### src/rtl/branch_cond_unit.sv
// Branch condition unit: captures a bus operand and condition code on request, evaluates one of
// eight sign/zero conditions and returns a registered taken flag under a valid/ack handshake.
module branch_cond_unit #(
    parameter int unsigned DATA_W = 32,
    parameter int unsigned CNT_W  = 16
) (
    input  logic              clk,
    input  logic              clr,
    input  logic              con_in,
    input  logic [2:0]        cond_code,
    input  logic [DATA_W-1:0] bus_in,
    input  logic              con_ack,
    output logic              con_out,
    output logic              con_valid,
    output logic              busy,
    output logic [CNT_W-1:0]  eval_cnt,
    output logic [CNT_W-1:0]  taken_cnt
);

    typedef enum logic [1:0] {
        StIdle,
        StEval,
        StHold
    } state_e;

    typedef enum logic [2:0] {
        CcZero    = 3'b000,
        CcNonZero = 3'b001,
        CcGeZero  = 3'b010,
        CcNeg     = 3'b011,
        CcAlways  = 3'b100,
        CcNever   = 3'b101,
        CcPos     = 3'b110,
        CcLeZero  = 3'b111
    } cond_e;

    state_e              state_q, state_d;
    logic [DATA_W-1:0]   op_q, op_d;
    cond_e               code_q, code_d;
    logic                con_out_q, con_out_d;
    logic                con_valid_q, con_valid_d;
    logic [CNT_W-1:0]    eval_cnt_q, eval_cnt_d;
    logic [CNT_W-1:0]    taken_cnt_q, taken_cnt_d;

    logic                capture;
    logic                flag;
    logic                op_zero;
    logic                op_sign;

    // State register
    always_ff @(posedge clk or posedge clr) begin
        if (clr) begin
            state_q <= StIdle;
        end else begin
            state_q <= state_d;
        end
    end

    // Next-state logic; a new request in HOLD takes priority over the ack
    always_comb begin
        state_d = state_q;
        unique case (state_q)
            StIdle: if (con_in) state_d = StEval;
            StEval: state_d = StHold;
            StHold: begin
                if (con_in) begin
                    state_d = StEval;
                end else if (con_ack) begin
                    state_d = StIdle;
                end
            end
            default: state_d = StIdle;
        endcase
    end

    // State-decoded outputs
    always_comb begin
        busy    = (state_q == StEval);
        capture = con_in && (state_q != StEval);
    end

    // Condition evaluation looks only at the captured operand and code
    always_comb begin
        op_zero = ~|op_q;
        op_sign = op_q[DATA_W-1];
        flag    = 1'b0;
        unique case (code_q)
            CcZero:    flag = op_zero;
            CcNonZero: flag = ~op_zero;
            CcGeZero:  flag = ~op_sign;
            CcNeg:     flag = op_sign;
            CcAlways:  flag = 1'b1;
            CcNever:   flag = 1'b0;
            CcPos:     flag = ~op_sign & ~op_zero;
            CcLeZero:  flag = op_sign | op_zero;
            default:   flag = 1'b0;
        endcase
    end

    // Datapath next-state: capture, result update and saturating counters
    always_comb begin
        op_d        = op_q;
        code_d      = code_q;
        con_out_d   = con_out_q;
        con_valid_d = con_valid_q;
        eval_cnt_d  = eval_cnt_q;
        taken_cnt_d = taken_cnt_q;

        if (capture) begin
            op_d        = bus_in;
            code_d      = cond_e'(cond_code);
            con_valid_d = 1'b0;
        end else if (state_q == StHold && con_ack) begin
            con_valid_d = 1'b0;
        end

        if (state_q == StEval) begin
            con_out_d   = flag;
            con_valid_d = 1'b1;
            if (eval_cnt_q != {CNT_W{1'b1}}) begin
                eval_cnt_d = eval_cnt_q + CNT_W'(1);
            end
            if (flag && (taken_cnt_q != {CNT_W{1'b1}})) begin
                taken_cnt_d = taken_cnt_q + CNT_W'(1);
            end
        end
    end

    always_ff @(posedge clk or posedge clr) begin
        if (clr) begin
            op_q        <= '0;
            code_q      <= CcZero;
            con_out_q   <= 1'b0;
            con_valid_q <= 1'b0;
            eval_cnt_q  <= '0;
            taken_cnt_q <= '0;
        end else begin
            op_q        <= op_d;
            code_q      <= code_d;
            con_out_q   <= con_out_d;
            con_valid_q <= con_valid_d;
            eval_cnt_q  <= eval_cnt_d;
            taken_cnt_q <= taken_cnt_d;
        end
    end

    assign con_out   = con_out_q;
    assign con_valid = con_valid_q;
    assign eval_cnt  = eval_cnt_q;
    assign taken_cnt = taken_cnt_q;

endmodule

### config.mk
export PLATFORM = sky130hd
export DESIGN_NAME = branch_cond_unit
export DESIGN_NICKNAME = d
export VERILOG_FILES = /design/src/rtl/branch_cond_unit.sv
export SDC_FILE = /design/constraint.sdc
export NUM_CORES = 1
export LEC_CHECK = 0
export BUFFER_PORTS_ARGS = -buffer_cell sky130_fd_sc_hd__buf_4
export CAP_MARGIN = 20
export CORE_ASPECT_RATIO = 0.9
export CORE_MARGIN = 2
export CORE_UTILIZATION = 35
export CTS_CLUSTER_SIZE = 28
export DETAILED_ROUTE_END_ITERATION = 10
export PLACE_DENSITY = 0.66
export SLEW_MARGIN = 15
export SYNTH_ARGS = -nofsm -noshare
export SYNTH_HDL_FRONTEND = slang
export SYNTH_SLANG_ARGS = --single-unit
### constraint.sdc
create_clock -name clk -period 2.6 [get_ports clk]
set_input_delay 0 -clock clk [delete_from_list [all_inputs] [get_ports clk]]
set_output_delay 0 -clock clk [all_outputs]
set_load 0.05 [all_outputs]
### Yosys cells after proc, flatten, opt, wreduce, memory -nomap -nowiden

Cells that the tools add are included.

| word-level totals | value |
|---|---|
| bits in registers | 71 |
| latch bits | 0 |
| RAM bits | 0 |
| ROM bits | 0 |
| bits of input ports | 39 |
| output and inout port bits | 35 |
| memories kept | 0 |

| operators by class | value |
|---|---|
| $add $sub $neg | 2 |
| multiply operators | 0 |
| div/mod/pow operators | 0 |
| magnitude comparators | 0 |
| eq/ne operators | 14 |
| shifts and indexed selects | 0 |
| multiplexer cells | 8 |
| bitwise operators | 3 |
| reduce and logical (&&, ||, !) cells | 11 |

Operators by type and width:

| cell | count |
|---|---|
| adder 16 x 1 -> 16 bit (second input constant) | 2 |
| inequality test 16 bit (second input constant) | 2 |
| OR reduction 32 bit | 1 |
| equality test 3 bit (second input constant) | 4 |
| one-hot mux 1 bit (8 select lines) | 1 |
| equality test 3 x 2 -> 1 bit (second input constant) | 2 |
| two-way mux 2 bit | 3 |
| one-hot mux 2 bit (3 select lines) | 1 |
| AND reduction 2 bit | 3 |
| equality test 3 x 1 -> 1 bit (second input constant) | 1 |
| logical AND 1 bit | 3 |
| zero test 3 bit | 1 |
| two-way mux 1 bit | 3 |
| inequality test 3 bit (second input constant) | 1 |
| nonzero test 3 bit | 1 |
| equality test 2 x 1 -> 1 bit (second input constant) | 1 |
| equality test 2 bit (second input constant) | 1 |
| zero test 2 bit | 1 |
| inequality test 2 x 1 -> 1 bit (second input constant) | 1 |
| inequality test 2 bit (second input constant) | 1 |
| AND 1 bit | 1 |
| zero test 1 bit | 1 |
| NOT 1 bit | 1 |
| OR 1 bit | 1 |

### Depth between registers and ports, before layout

Gate-level depths: netlist (run 1).

| logic depth | value |
|---|---|
| depth in word-level cells | 6 |
| depth in mapped cells | 8 |

### Least setup slack after synthesis (run 1)

OpenSTA, ideal clock, no wires.

| path | value |
|---|---|
| path type | register to register |
| start | register taken_cnt_q[6] (netlist: taken_cnt[6]) |
| end | register taken_cnt_q[9] (netlist: taken_cnt[9]) |
| library setup time | 146 ps |
| arrival time | 1947 ps |
| required time | 2454 ps |
| path slack | 507 ps |
| cell stages (with the launch flop) | 9 |
| path buffers | 2 |
| period minus slack after synthesis | 2093 ps |
| cells stage by stage | dfrtp_1 and4_1 buf_6 and2_1 and3_1 nand3b_4 buf_6 nor4_1 xor2_1 |

| on the way | value |
|---|---|
| longest elaborated chain between the ends | 3 |

Ends and longest elaborated chain:

| element | line | source |
|---|---|---|
| from (decl) | 43 | `logic [CNT_W-1:0] taken_cnt_q, taken_cnt_d;` |
| from (signal assigned) | 143 | `taken_cnt_q <= taken_cnt_d;` |
| parallel branches: the longest is 3 deep, another holds adder 16 x 1 -> 16 bit | -- |  |

Parallel ways; which one is timed is not known.
A chain may end at the register's enable or synchronous reset.

### Final worst setup path (run 1)

| path | value |
|---|---|
| start | register op_q[8] |
| end | register taken_cnt_q[1] (netlist: taken_cnt[1]) |

| on the way | value |
|---|---|
| longest elaborated chain between the ends | 6 |

Ends and longest elaborated chain:

| element | line | source |
|---|---|---|
| from (decl) | 38 | `logic [DATA_W-1:0] op_q, op_d;` |
| from (signal assigned) | 138 | `op_q <= op_d;` |
| OR reduction 32 bit * | 84 | `op_zero = ~\|op_q;` |
| zero test 1 bit | 84 |  |
| OR 1 bit | 95 | `CcLeZero: flag = op_sign \| op_zero;` |
| one-hot mux 1 bit (8 select lines) * | 87 | `unique case (code_q)` |
| logical AND 1 bit * | 123 | `if (flag && (taken_cnt_q != {CNT_W{1'b1}})) begin` |
| AND reduction 2 bit (no source line) * | -- |  |

Every way passes the cells marked *; elsewhere a longest branch is shown, timed or not.

==> results of run 1 <==
metrics by stage:
step / area (µm²) / hold slack, ns / util, % / worst slack [ns] / instances
after floorplan: 3134 / 0.1377 / - / 0.5072 / 248
after global placement: 3836 / 0.1584 / 44.36 / 0.3081 / 439
after detailed placement: 3836 / 0.1568 / 44.36 / 0.2791 / 439
after CTS: 4439 / 0.3423 / 51.33 / 0.2460 / 493
after global routing: 4439 / 0.3892 / 51.33 / 0.09283 / 493
final: 4439 / 0.3361 / 51.33 / 0.2911 / 493
cell usage in the layout (no fill, tap or decap), types with 2 or more instances in the layout:
cell | Yosys | final
o21ai_0 | 2 | 2
nand2b_1 | 2 | 2
nor3_1 | 9 | 9
nand2_1 | 14 | 14
a31oi_1 | 2 | 2
bufinv_16 | 0 | 2
nor2_1 | 7 | 7
nor3_2 | 2 | 2
buf_4 | 0 | 77
nor3b_1 | 2 | 2
nor4_1 | 12 | 12
clkbuf_8 | 0 | 10
and3_1 | 4 | 4
mux2_2 | 37 | 37
nand4_1 | 7 | 7
and4_1 | 4 | 4
dfrtp_1 | 71 | 71
a21oi_1 | 2 | 2
ha_1 | 2 | 2
nand3_1 | 17 | 17
dlygate4sd3_1 | 0 | 38
xnor2_1 | 14 | 14
xor2_1 | 16 | 16
and2_1 | 3 | 3
power by group:
part	leakage [nW]	switching, mW	internal [mW]
Sequential	0.889	0.179	1.28
Combinational	1.03	0.540	0.379
Clock	0.110	0.406	0.567
Total	2.03	1.13	2.22
kinds of logic after synthesis:
| family | count (synthesis) | share of synthesized area [%] |
|---|---|---|
| AOI/OAI and AO/OA | 9 | 1.876 |
| xor gates and xnor gates | 30 | 8.383 |
| adders and majority gates | 2 | 0.7983 |
| buffers and inverters | 8 | 1.677 |
| DFF | 71 | 56.69 |
| muxes | 37 | 13.29 |
| and+or+nand+nor | 91 | 17.29 |
worst max path at each step:
| stage | endpoint | slack, ns | cells past startpoint |
|---|---|---|---|
| after detailed placement | taken_cnt[1] | 0.28 | 6 |
| after CTS | taken_cnt[1] | 0.25 | 6 |
| after global placement | taken_cnt[1] | 0.31 | 6 |
| after global routing | taken_cnt[1] | 0.09 | 6 |
| final | taken_cnt[1] | 0.29 | 6 |
| after floorplan | taken_cnt[9] | 0.51 | 8 |
timing repair:
item | in CTS | in global routing
hold endpoints to repair | 68 | 0
resized for setup | 0 | 0
hold buffers | 38 | 0
per-layer routing:
| metal | vias up | track usage [%] | wire (µm) |
|---|---|---|---|
| li1 | 1140 | - | - |
| met1 | 1146 | 18.84 | 3136 |
| met2 | 73 | 24.12 | 3205 |
| met3 | 8 | 4.161 | 336 |
| met4 | 0 | 5.518 | 87 |
| met5 | - | 0 | 0 |
final cells by class:
class / instances / area [µm²]
Clock buffer: 11 / 141.4
Clock inverter: 5 / 81.33
Fill cell: 790 / 4209
Inverter: 2 / 7.507
Multi-Input combinational cell: 169 / 1305
Sequential cell: 71 / 1777
Tap cell: 119 / 148.9
Timing Repair Buffer: 116 / 978.4
critical path, stage by stage (launching register included):
cell and delay, ns:
dfrtp_1 0.38, nor4_1 0.37, nand4_1 0.25, o22a_2 0.31, nor3_4 0.43, nor2_1 0.15, mux2_2 0.30
flip-flops by register name, summed over array words and instances (netlist names):
| signal | flops |
|---|---|
| state_q | 2 |
| con_out | 1 |
| taken_cnt | 16 |
| con_valid | 1 |
| eval_cnt | 16 |
| op_q | 32 |
| code_q | 3 |
==> results.json, run 1 <==
{
  "postCtsSetupBuffers": 0,
  "gp_congestion": 0.7497,
  "fp.dieW_um": 103.8,
  "synth.largest_area_cell": "dfrtp_1",
  "synth_cell_types": 34,
  "status": "finished, final reports clean",
  "grt_max_degree": 42,
  "clock_sinks": 71,
  "rr_startpoint": "op_q[8]",
  "yosysWarnings": 0,
  "crit_arrival_ns": 2.53,
  "insertion_delay_ns": 0.34,
  "synthArstFlopShare_pct": 100.0,
  "cp_max_fo": 14,
  "area_growth_pct": 41.64,
  "synth_edf_count": 0,
  "core_area_mm2": 0.008648,
  "slew_headroom_pct": 54.72,
  "crit_path_end_kind": "flip-flop",
  "hold_violations": 0,
  "critPathLaunch": "op_q[8]",
  "ys_seq_area_share_pct": 56.69,
  "htree_levels": 3,
  "grtUsageTotal_pct": 14.76,
  "setup_tns_ns": 0,
  "drive_above_1_share_pct": 37.43,
  "power_density_mw_per_mm2": 754.4,
  "fin_crit_ns": 2.309,
  "ys_seq_elements": 71,
  "drc": 0,
  "antenna_found_initial": 0,
  "synthCells": 248,
  "dr.pass1.iters": 4,
  "dr.first_iter.drc_count": 58,
  "io_buffers": 73,
  "wl_um": 6766,
  "cp_data_required_time_ns": 2.82,
  "syn_avg_cell_area_um2": 12.64,
  "cts.path.max_buffers": 2,
  "syn_area_mm2": 0.003134,
  "reg2reg_to": "taken_cnt[1]",
  "synth_commonest_cells": "71 x dfrtp_1, 37 x mux2_2, 17 x nand3_1",
  "synth-main-ff-cell": "dfrtp_1",
  "cts_root_buffer": "clkbuf_8",
  "drv_slew": 0,
  "num_rows": 32,
  "dp.final_hpwl_um": 4647,
  "min_path_type": "input pin to asynchronous set/reset pin",
  "grt_pass1_wl_um": 11450,
  "grt_pass1_vias": 2406,
  "worstMarginPinSlew_ns": 0.6782,
  "peakVddDrop_mv": 0.4025,
  "crit_type": "flip-flop to flip-flop",
  "synth_nets": 289,
  "rsz0062_at_grt": "no",
  "cts_buffers": 9,
  "diodes": 0,
  "via_count": 2367,
  "grt_overflow": 0,
  "dieArea_mm2": 0.009729,
  "cts_tree": "built",
  "synth_most_common_cell": "dfrtp_1",
  "start_kind": "flip-flop",
  "yosys.area.top_type_share_pct": 56.69,
  "fin_crit_sh_pct": 88.80,
  "start_util_pct": 36.24,
  "finalNetCount": 410,
  "fmax_ghz": 0.4331,
  "post_drt_wl_per_cell_um": 13.72,
  "r2r_cells": 6,
  "ant_nets": 0,
  "finalPower_mw": 3.349,
  "p_leak_nw": 2.027,
  "ioPinCount": 74,
  "finClkSkew_ns": 0.007358,
  "clkTransAtPathRegs_ns": 0.08,
  "maxCapViolCount": 0,
  "worst-r2r-setup-slack_ns": 0.29,
  "vias_per_cell": 4.801,
  "die_y_um": 93.78,
  "setup_viol": 0,
  "ys_top_cells_by_area": "dfrtp_1 57%, mux2_2 13%, xor2_1 4.5%"
}
Note: power is estimated with default switching activity, not from simulation.
==> run 2, diff against run 1 <==
--- a/config.mk
+++ b/config.mk
@@ -6,14 +6,15 @@
 export NUM_CORES = 1
 export LEC_CHECK = 0
 export BUFFER_PORTS_ARGS = -buffer_cell sky130_fd_sc_hd__buf_4
-export CAP_MARGIN = 20
+export CAP_MARGIN = 10
 export CORE_ASPECT_RATIO = 0.9
 export CORE_MARGIN = 2
 export CORE_UTILIZATION = 35
 export CTS_CLUSTER_SIZE = 28
 export DETAILED_ROUTE_END_ITERATION = 10
 export PLACE_DENSITY = 0.66
-export SLEW_MARGIN = 15
+export SETUP_SLACK_MARGIN = 0.5
+export SLEW_MARGIN = 20
 export SYNTH_ARGS = -nofsm -noshare
 export SYNTH_HDL_FRONTEND = slang
 export SYNTH_SLANG_ARGS = --single-unit
==> run 2 against run 1 <==
Compared with the run above:
- highest routed layer unchanged
- clock skew about the same
- critical path depth is 2 higher
- total power grew 2.3%
- register-to-register slack gained 0.23 ns
- clock power rose by 0.5%
- critical endpoint is now taken_cnt[5]
- final area grew 2.8%
- clock-buffer cell count unchanged
- via count rose by 1.9%
==> results.json, run 2 (synthesis results as in run 1) <==
{
  "status": "finished, final reports clean",
  "reg2reg_to": "taken_cnt[5]",
  "crit_path_max_incr_delay_ns": 0.41,
  "cp_data_required_time_ns": 2.81,
  "fin_crit_sh_pct": 79.80,
  "vias_per_cell": 4.843,
  "post-route-util_pct": 52.75,
  "crit_type": "flip-flop to flip-flop",
  "place_ws_ns": 0.2791,
  "core_area_mm2": 0.008648,
  "finalWorstSetupSlack_ns": 0.5251,
  "cts_tree": "built",
  "rr_startpoint": "op_q[0]",
  "fmax_ghz": 0.4820,
  "grt_pass1_vias": 2415,
  "swShare_pct": 33.89,
  "cts_buffers": 9,
  "start_kind": "flip-flop",
  "p_clk_share_pct": 28.5,
  "largest_reg_flops": 32,
  "cts_root_buffer": "clkbuf_8",
  "crit_family": "simple AND/OR/NAND/NOR gates",
  "clkTransAtPathRegs_ns": 0.08,
  "ant_nets": 0,
  "setup_viol": 0,
  "gp_congestion": 0.7497,
  "fin_crit_ns": 2.075,
  "fp.dieW_um": 103.8,
  "num_rows": 32,
  "cp_max_fo": 12,
  "clock_sinks": 71,
  "dr.pass1.iters": 4,
  "crit_slowest_cell": "dfrtp_1",
  "antenna_found_initial": 0,
  "worst-r2r-setup-slack_ns": 0.53,
  "worstPathCellList": "nor4_4, nand4_1, o22a_2, nor3_4, buf_12, buf_4, nor4b_4, xor2_1",
  "finalNetCount": 415,
  "grt_pass1_wl_um": 11560,
  "via_count": 2412,
  "seqPwrFrac_pct": 42.9,
  "crit_arrival_ns": 2.29,
  "grt_max_degree": 42,
  "setup_tns_ns": 0,
  "maxCapViolCount": 0,
  "insertion_delay_ns": 0.33,
  "worstMarginPinSlew_ns": 0.6785,
  "drc": 0,
  "slew_headroom_pct": 54.70,
  "power_density_mw_per_mm2": 750.7,
  "drive_above_1_share_pct": 40.90,
  "start_util_pct": 36.24,
  "power_frac_comb_pct": 28.6,
  "critPathBufInv": 2,
  "grtUsageTotal_pct": 14.91,
  "dp.final_hpwl_um": 4647,
  "crit_path_end_kind": "flip-flop",
  "hold_violations": 0,
  "final_cell_mix": "81 x buf_4, 71 x dfrtp_1, 38 x dlygate4sd3_1, 37 x mux2_2, 17 x nand3_1",
  "dr.first_iter.drc_count": 55,
  "drv_slew": 0,
  "p_leak_nw": 2.066,
  "dieArea_mm2": 0.009729,
  "io_buffers": 73,
  "wl_um": 6901,
  "cts.path.max_buffers": 2,
  "diodes": 0,
  "layout_commonest_cell": "buf_4",
  "min_path_type": "input pin to asynchronous set/reset pin",
  "max_flop_register": "op_q",
  "rsz0062_at_grt": "yes",
  "ioPinCount": 74,
  "htree_levels": 3,
  "area_growth_pct": 45.55,
  "r2r_cells": 8,
  "whs_ns": 0.3362,
  "finClkSkew_ns": 0.007602,
  "grt_overflow": 0,
  "post_drt_wl_per_cell_um": 13.86,
  "die_y_um": 93.78,
  "p_int_mw": 2.264,
  "switchingPower_mw": 1.161,
  "peakVddDrop_mv": 0.4030
}
## run 2: changes by cell type in the layout (fill, tap and decap cells not counted), moves of 2 or more
cell / previous run / this run
buf_4: 77 / 81
nor3_2: 2 / 4
nor4_2: 0 / 5
nor4_1: 12 / 6
nor3_1: 9 / 7
## run 2: through the flow
stage	total power, mW	cells	area [µm²]
global route	3.587	498	4562
floorplan	2.058	248	3134
detailed placement	2.357	439	3836
finish	3.425	498	4562
global placement	2.339	439	3836
CTS	3.447	497	4523
## run 2: how the worst max path moves through the flow
stage	end	from	slack, ns	depth (start not counted)
floorplan	taken_cnt[9]	taken_cnt[6]	0.51	8
global placement	taken_cnt[1]	op_q[8]	0.31	6
detailed placement	taken_cnt[1]	op_q[8]	0.28	6
CTS	taken_cnt[5]	op_q[9]	0.49	8
global route	taken_cnt[5]	op_q[0]	0.39	8
finish	taken_cnt[5]	op_q[0]	0.53	8
## run 2: what timing repair did
action	CTS	global route
hold buffers	38	0
endpoints found under the setup margin	17	15
gates resized for setup	7	5
buffers inserted	4	1
hold endpoints to repair	68	0
pin swaps	8	4
## run 2: area by class of cell
class	count	area, µm²
Timing Repair Buffer	121	1028
Multi-Input combinational cell	169	1378
Clock inverter	5	81.33
Sequential cell	71	1777
Tap cell	119	148.9
Clock buffer	11	141.4
Fill cell	780	4086
Inverter	2	7.507
## run 2: power groups by stage
| stage | clock network [mW] | registers (mW) | logic [mW] |
|---|---|---|---|
| global route | 1.05 | 1.50 | 1.04 |
| global placement | 0 | 1.47 | 0.872 |
| finish | 0.978 | 1.47 | 0.979 |
| floorplan | 0 | 1.74 | 0.319 |
| CTS | 1.00 | 1.46 | 0.982 |
| detailed placement | 0 | 1.48 | 0.882 |
## run 2: per-layer routing
metal  up-vias  track usage [%]  share of wire [%]
met5         -                0                  0
met4         0            5.518                1.7
met3        12            4.161                4.7
met2        70            24.45                 47
met1      1185            19.02                 46
li1       1145                -                  -
## run 2: tightest hold or removal path: stages
cell and delay (ns):
dlygate4sd3_1 0.55, buf_4 0.14, inv_2 0.49
==> run 3, diff against run 2 <==
--- a/config.mk
+++ b/config.mk
@@ -5,6 +5,7 @@
 export SDC_FILE = /design/constraint.sdc
 export NUM_CORES = 1
 export LEC_CHECK = 0
+export ABC_AREA = 1
 export BUFFER_PORTS_ARGS = -buffer_cell sky130_fd_sc_hd__buf_4
 export CAP_MARGIN = 10
 export CORE_ASPECT_RATIO = 0.9
@@ -12,7 +13,7 @@
 export CORE_UTILIZATION = 35
 export CTS_CLUSTER_SIZE = 28
 export DETAILED_ROUTE_END_ITERATION = 10
-export PLACE_DENSITY = 0.66
+export PLACE_DENSITY = 0.65
 export SETUP_SLACK_MARGIN = 0.5
 export SLEW_MARGIN = 20
 export SYNTH_ARGS = -nofsm -noshare
==> constraint.sdc (replaced) <==
create_clock -name clk -period 2.1 [get_ports clk]
set_input_delay 0 -clock clk [delete_from_list [all_inputs] [get_ports clk]]
set_output_delay 0 -clock clk [all_outputs]
set_load 0.05 [all_outputs]
==> run 3 against run 2 <==
Compared with the run above:
- final area is 14% higher
- clock power rose by 8%
- register-to-register slack worse by 0.09 ns
- die area is 11% higher
- via count is 25% higher
- worst setup slack got worse by 0.095 ns
- routed wire length up 24%
- critical path depth grew 3
- synthesized area increased by 12%
- worst hold slack worse by 0.0025 ns
- sequential share of layout area fell by 4.4 points
- clock-buffer cell count up 1
==> results.json, run 3 <==
{
  "power_density_mw_per_mm2": 1086,
  "ys_seq_elements": 71,
  "antenna_found_initial": 0,
  "ys_top_cells_by_area": "dfrtp_1 51%, mux2_2 10%, nand2_1 8.7%",
  "fillCellCount": 874,
  "rsz0062_at_grt": "yes",
  "vias_per_cell": 4.724,
  "num_rows": 34,
  "wl_um": 8573,
  "crit_path_end_kind": "flip-flop",
  "cts_buffers": 9,
  "io_buffers": 73,
  "largest_reg_flops": 32,
  "synth_commonest_cells": "81 x nand2_1, 71 x dfrtp_1, 45 x nor2_1",
  "crit_type": "flip-flop to flip-flop",
  "fin_crit_ns": 1.669,
  "grt_overflow": 0,
  "grt_pass1_wl_um": 13990,
  "fin_crit_sh_pct": 79.50,
  "core_area_mm2": 0.009699,
  "grt_pass1_vias": 2937,
  "final_cell_mix": "88 x buf_4, 77 x nand2_1, 54 x dfrtp_1, 39 x dlygate4sd3_1, 35 x nor2_1",
  "synth_nets": 410,
  "use_met1_pct": 23.30,
  "post_drt_wl_per_cell_um": 13.46,
  "syn_area_mm2": 0.003502,
  "dp.final_hpwl_um": 5728,
  "hold_violations": 0,
  "fp.dieW_um": 109.4,
  "gp_congestion": 0.8745,
  "worstMarginPinSlew_ns": 0.7096,
  "synth-main-ff-cell": "dfrtp_1",
  "register_area_mm2": 0.001798,
  "dieArea_mm2": 0.01082,
  "clkTransAtPathRegs_ns": 0.08,
  "ioPinCount": 74,
  "p_leak_nw": 2.407,
  "multiInputGateArea_mm2": 0.001774,
  "htree_levels": 3,
  "synth_edf_count": 0,
  "start_util_pct": 36.11,
  "cts_tree": "built",
  "area_growth_pct": 48.73,
  "finalNetCount": 547,
  "ant_nets": 0,
  "synth_cell_types": 28,
  "worst-r2r-setup-slack_ns": 0.43,
  "dr.pass1.iters": 5,
  "slew_headroom_pct": 52.59,
  "fmax_ghz": 0.5990,
  "crit_arrival_ns": 1.90,
  "peakVddDrop_mv": 0.5691,
  "met3_usage_pct": 2.976,
  "min_path_type": "input pin to asynchronous set/reset pin",
  "yosys.area.top_type_share_pct": 50.73,
  "cts_root_buffer": "clkbuf_8",
  "setup_tns_ns": 0,
  "syn_avg_cell_area_um2": 9.491,
  "insertion_delay_ns": 0.33,
  "synth.largest_area_cell": "dfrtp_1",
  "ys_seq_area_share_pct": 50.73,
  "synthCells": 369,
  "clock_sinks": 71,
  "cts.path.max_buffers": 2,
  "finClkSkew_ns": 0.009121,
  "post-route-util_pct": 53.70,
  "cp_data_required_time_ns": 2.33,
  "max_flop_register": "op_q",
  "cp_max_fo": 16,
  "diodes": 0,
  "met2_usage_pct": 25.02,
  "status": "finished, final reports clean",
  "yosysWarnings": 0,
  "dr.first_iter.drc_count": 101,
  "drc": 0,
  "layout_commonest_cell": "buf_4",
  "drive_above_1_share_pct": 37.77,
  "synth_most_common_cell": "nand2_1",
  "grtUsageTotal_pct": 16.46,
  "grt_max_degree": 41,
  "die_y_um": 98.90,
  "maxCapViolCount": 0,
  "grt.busiest_layer": "met2",
  "setup_viol": 0,
  "drv_slew": 0,
  "via_count": 3009,
  "start_kind": "flip-flop",
  "synthArstFlopShare_pct": 100.0
}
[run 3: cell count changes after synthesis, sizes merged, moves of 3 or more]
cell	delta
nand2	+69
nor2	+39
inv	+23
nand4	+16
nor4	-10
a21oi	+6
buf	+6
mux2	-5
and3	-4
and4	-4
xnor2	-4
and2	-3
clkbuf	-3
nand3	+3
[run 3: path summary, 6_finish.rpt]
check,end,cells past startpoint,start
worst max-delay path,taken_cnt[7],11,op_q[26]
worst max register to register,taken_cnt[7],11,op_q[26]
min in group clk,op_q[13],3,bus_in[13]
max in group asynchronous,op_q[14],4,clr
worst min-delay path,eval_cnt[11],3,clr
worst min register to register,eval_cnt[7],1,eval_cnt[7]
[run 3: cells by family (layout without fill, tap and decap cells)]
kind of cell / after synthesis / in the layout / share of synthesized area, %
and+or+nand+nor: 188 / 189 / 24.65
adders and majority gates: 2 / 2 / 0.7144
buffers and inverters: 34 / 175 / 4.216
AOI/OAI and AO/OA: 14 / 14 / 2.394
xor gates and xnor gates: 28 / 28 / 7.002
muxes: 32 / 32 / 10.29
DFF: 71 / 71 / 50.73
[run 3: power by group]
part / internal, mW / leakage, nW / switching [mW]
Combinational: 1.12 / 1.44 / 1.34
Sequential: 1.79 / 0.865 / 0.344
Clock: 0.577 / 0.100 / 0.487
Total: 3.49 / 2.41 / 2.17
[run 3: what timing repair did]
item                                    CTS  global route
gates resized for setup                   8            12
gates cloned                              1             1
buffers inserted                          7            10
hold endpoints to repair                 68             0
pin swaps                                 7            10
hold buffers                             39             0
endpoints found under the setup margin   18            47
[run 3: layer usage]
layer  vias to the layer above  routed length, µm
met5                         -                  0
met3                        12                306
met4                         0                146
li1                       1501                  -
met2                        76               4143
met1                      1420               3975
[run 3: per-stage QoR]
| stage | total power, mW | hold WS (ns) | cell area, µm² | worst slack, ns | instances |
|---|---|---|---|---|---|
| CTS | 5.540 | 0.3507 | 5076 | 0.3904 | 626 |
| finish | 5.656 | 0.3336 | 5209 | 0.4306 | 637 |
| detailed placement | 4.212 | 0.1613 | 4374 | 0.3876 | 563 |
| floorplan | 3.699 | 0.1485 | 3696 | 0.3567 | 369 |
| global route | 6.018 | 0.4050 | 5209 | 0.2896 | 637 |
| global placement | 4.143 | 0.1624 | 4374 | 0.4243 | 563 |
[run 3: worst max-delay path, cell delays in order (launching register included)]
cell     delay [ns]
dfrtp_1        0.38
nor2_1         0.10
nand2_1        0.08
nor2_2         0.14
nand2_1        0.09
nor2_1         0.09
nor2_1         0.04
nor2_1         0.16
nand3_4        0.16
buf_12         0.19
nand4_1        0.07
nand2_1        0.06
[run 3: layout make-up]
| type | count | share of cell area [%] |
|---|---|---|
| Inverter | 25 | 1.874 |
| Sequential cell | 71 | 34.52 |
| Clock inverter | 4 | 0.8648 |
| Clock buffer | 12 | 2.786 |
| Multi-Input combinational cell | 265 | 34.06 |
| Timing Repair Buffer | 134 | 22.87 |
| Tap cell | 126 | 3.027 |
